**src/rtl/neural_pkg.sv**
```systemverilog
// Shared types and constants for the neuron datapath: default data width,
// sequencer state encoding and the signed data word type.
package neural_pkg;

  localparam int DATA_W_DEF = 16;

  typedef enum logic [1:0] {
    IDLE = 2'd0,
    ACC  = 2'd1,
    DONE = 2'd2
  } state_t;

  typedef logic signed [DATA_W_DEF-1:0] data_t;

endpackage

```
**src/rtl/macc_seq.sv**
```systemverilog
// Dot-product sequencer driving an external combinational MACC: acc = bias + sum(x*w).
// Optional macro MACC_SEQ_RELU_EN applies a ReLU to res_data (accumulator unaffected).
module macc_seq
  import neural_pkg::*;
#(
  parameter int DATA_W = DATA_W_DEF,
  parameter int CNT_W  = 8
) (
  input  logic              clk,
  input  logic              rst_n,
  input  logic              start,
  input  logic [CNT_W-1:0]  cfg_len,
  input  logic [DATA_W-1:0] cfg_bias,
  output logic              busy,
  input  logic              op_valid,
  input  logic [DATA_W-1:0] op_x,
  input  logic [DATA_W-1:0] op_w,
  output logic              op_ready,
  output logic [DATA_W-1:0] m_in0,
  output logic [DATA_W-1:0] m_in1,
  output logic [DATA_W-1:0] m_acc,
  input  logic [DATA_W-1:0] m_out,
  output logic              res_valid,
  output logic [DATA_W-1:0] res_data,
  input  logic              res_ready
);

  state_t             state_reg, state_next;
  logic [DATA_W-1:0]  acc_reg;
  logic [CNT_W-1:0]   cnt_reg;
  logic               hs;
  logic               start_ok;

  assign m_in0    = op_x;
  assign m_in1    = op_w;
  assign m_acc    = acc_reg;
  assign hs       = op_valid & op_ready;
  assign start_ok = start & (state_reg == IDLE);

  always_ff @(posedge clk or negedge rst_n) begin
    if (!rst_n) begin
      state_reg <= IDLE;
    end else begin
      state_reg <= state_next;
    end
  end

  always_comb begin
    state_next = state_reg;
    unique case (state_reg)
      IDLE: begin
        if (start) begin
          state_next = (cfg_len == '0) ? DONE : ACC;
        end
      end
      ACC: begin
        if (hs && (cnt_reg == CNT_W'(1))) begin
          state_next = DONE;
        end
      end
      DONE: begin
        if (res_ready) begin
          state_next = IDLE;
        end
      end
      default: state_next = IDLE;
    endcase
  end

  always_comb begin
    busy      = 1'b0;
    op_ready  = 1'b0;
    res_valid = 1'b0;
    unique case (state_reg)
      IDLE: ;
      ACC: begin
        busy     = 1'b1;
        op_ready = 1'b1;
      end
      DONE: begin
        busy      = 1'b1;
        res_valid = 1'b1;
      end
      default: ;
    endcase
  end

  // The MACC result is only captured on a handshake; stalls hold everything.
  always_ff @(posedge clk or negedge rst_n) begin
    if (!rst_n) begin
      acc_reg <= '0;
      cnt_reg <= '0;
    end else if (start_ok) begin
      acc_reg <= cfg_bias;
      cnt_reg <= cfg_len;
    end else if (hs) begin
      acc_reg <= m_out;
      cnt_reg <= cnt_reg - CNT_W'(1);
    end
  end

  // Result is driven to zero outside DONE so idle and reset output values agree.
  always_comb begin
    res_data = '0;
    if (res_valid) begin
`ifdef MACC_SEQ_RELU_EN
      res_data = acc_reg[DATA_W-1] ? '0 : acc_reg;
`else
      res_data = acc_reg;
`endif
    end
  end

endmodule

```
**config.mk**
```make
export PLATFORM = sky130hd
export DESIGN_NAME = macc_seq
export DESIGN_NICKNAME = d
export VERILOG_FILES = /design/src/rtl/neural_pkg.sv /design/src/rtl/macc_seq.sv
export SDC_FILE = /design/constraint.sdc
export NUM_CORES = 1
export LEC_CHECK = 0
export BUFFER_PORTS_ARGS = -buffer_cell sky130_fd_sc_hd__buf_2
export CAP_MARGIN = 30
export CORE_MARGIN = 1.5
export CORE_UTILIZATION = 35
export DETAILED_ROUTE_END_ITERATION = 8
export PLACE_DENSITY = 0.74
export REMOVE_ABC_BUFFERS = 1
export SLEW_MARGIN = 10
export SYNTH_ARGS = -nofsm -noshare
export SYNTH_HDL_FRONTEND = slang
export SYNTH_SLANG_ARGS = --single-unit
```
**constraint.sdc**
```tcl
create_clock -name clk -period 1.7 [get_ports clk]
set_input_delay 0.34 -clock clk [delete_from_list [all_inputs] [get_ports clk]]
set_output_delay 0.34 -clock clk [all_outputs]
set_load 0.05 [all_outputs]
```
==> metrics <==
htree depth 1; Hold WC Path Type in2async; clock slew at reported path FFs approximately 0.10 ns; clk buf depth 2; PortBufs 79; CTS tree done; largest net degree at the start of global routing 27; synthesized flop and latch total 26; status complete, no violations; Required @ worst endpoint approximately 1.4 ns; initial antenna violation count 0; max FFs per register 16; vias 1436; die area between 5000 and 6000 µm²; highest clock rate just under 600 MHz; vias per std cell approximately 4.7; count of final setup violators 0; wire per inst approximately 16 µm; post-synth top area share between 30% and 40%; Design Power between 4 and 5 mW; Worst Path Max Fanout 15; CTS Root Cell clkbuf_8; fin nets roughly 320; Critical Path End Type primary output; die height roughly 73 µm; share of post-route cells with drive strength above 1 42.7%; Register Area roughly 650 µm²; # Max-Cap Violations 0; pre-CTS setup slack 0.0614 ns; Placed Cells between 300 and 400; vias in the first global route roughly 1400; P&R area growth vs syn 30.8%; Total Wirelength 4.80 mm; Initial Util a little over a third; Synth Warn # 0; TritonCTS Sinks 26; Initial DRC Count 51; multi-input logic area a little over 800 µm²; Worst Tran Pin Value 0.599 ns; critical path launch point type flop; Peak supply drop 1.02 mV; commonest non-fill, non-tap cell in the layout buf_2; hold_buf cts 0; fin. max-slew vios 0; total gr overflow 0; Final GP Congestion 0.830; Worst Skew ~0.0056 ns; Final Cycle Share between 90% and 100%; Post-DRT Antenna Nets 0; PnR worst setup slack between 0.01 and 0.015 ns; Post-Synthesis Cells 191; worst rel slew slack between 60% and 70%; total CTS buffers 3; number of distinct library cells after synthesis 27; clock period minus worst slack between 1.5 and 2 ns; worst skew pair latency between 0.2 and 0.3 ns; area of the core 4720 µm²; PwrDens roughly 2100 nW/µm²; Core Rows 25; syn avg cell area ~9 µm²; sequential share of the synthesized area a little under two fifths; # diodes 0; crit path DAT 1.35 ns; post-synth top area cell dfrtp_1; first-pass GRT wire length 7.36 mm; final hold viol count 0; RSZ-0062 raised after global routing yes; final instance count without filler cells around 310; drt first pass iters 4; cell area after synthesis approximately 1700 µm²; cell leakage power 1.15 nW; # DRC 0; critical path class reg2out; io pins 144; detailed placement HPWL 3.73 mm; Overall Global Routing Usage roughly a fifth; fill count about 440; top cells by area, synth dfrtp_1 38%, buf_4 14%, mux2i_1 9.4%; most frequent cells in the layout 61 x buf_2, 26 x dfrtp_1, 25 x nand2_1, 23 x o21ai_0, 16 x mux2i_1; Die W 72.9 µm
[cell usage after synthesis, drive strengths merged]
cell / n
nor4: 4
or3: 1
buf: 34
inv: 5
nor3: 2
a31oi: 2
nand2: 26
clkbuf: 5
and2: 18
nand2b: 2
nand4: 1
xnor2: 4
ha: 5
nor2: 5
dfrtp: 26
nand3: 2
a21oi: 2
mux2i: 16
and4: 1
a21bo: 1
and3: 1
xor2: 3
a41o: 1
o21ai: 24
[critical path: stages, from the launching register on]
cell and delay [ns]:
dfrtp_1 0.40, inv_2 0.10, ha_4 0.15, buf_12 0.13, and2_1 0.14, buf_6 0.16
[cell families after synthesis]
kind of cell,synth area share [%]
fa+ha+maj,3.66
xor+xnor,3.58
flops,38.0
compound gates,9.51
buf+inv,17.0
simple gates,18.9
mux,9.36
[path summary, 6_finish.rpt]
kind | cells after the start | startpoint | slack [ns] | end
min reg2reg | 2 | cnt_reg[7]$_DFFE_PN0P_ | 0.58 | cnt_reg[7]$_DFFE_PN0P_
max in group asynchronous | 1 | rst_n | 1.24 | state_reg[0]$_DFFE_PN0P_
max reg2reg | 6 | state_reg[1]$_DFFE_PN0P_ | 0.10 | state_reg[0]$_DFFE_PN0P_
min in group clk | 3 | cfg_bias[3] | 0.26 | m_acc[3]$_DFFE_PN0P_
max | 5 | state_reg[0]$_DFFE_PN0P_ | 0.01 | res_data[1]
min | 1 | rst_n | 0.06 | m_acc[4]$_DFFE_PN0P_
[final cells by class]
| class | count | share of cell area [%] |
|---|---|---|
| Multi-Input combinational cell | 121 | 36.0 |
| Timing Repair Buffer | 85 | 27.2 |
| Clock inverter | 1 | 1.34 |
| Sequential cell | 26 | 29.1 |
| Clock buffer | 3 | 1.85 |
| Tap cell | 67 | 3.75 |
| Inverter | 5 | 0.839 |
[metal layers]
layer  vias to the layer above  share of wire [%]  GRT usage [%]
met5                         -               0.81           7.07
met2                        93                 39           24.5
met4                         2                1.1           3.14
li1                        703                  -              -
met3                         6                 13           12.7
met1                       632                 46           24.9
[report_power, final]
part	internal (mW)	switching, mW	leakage, nW
sequential	0.926	0.280	0.319
combinational	1.06	1.96	0.799
clock	0.315	0.203	0.0357
[metrics by stage]
step	hold WS, ns	TNS [ns]	utilization, %	area (µm²)
final	0.0625	0	47.4	2240
after global routing	0.105	-0.905	47.4	2240
after CTS	0.0778	-0.00193	46.2	2180
after detailed placement	0.388	0	42.1	1990
after global placement	0.389	0	42.1	1990
after floorplan	0.0444	-7.68	-	1440
[repair_timing]
action | in CTS | in global routing
resized for setup | 39 | 18
setup buffers | 0 | 0
pin swaps | 1 | 0
cloned | 0 | 0
endpoints found under the setup margin | 17 | 21
Note: power is estimated with default switching activity, not from simulation.
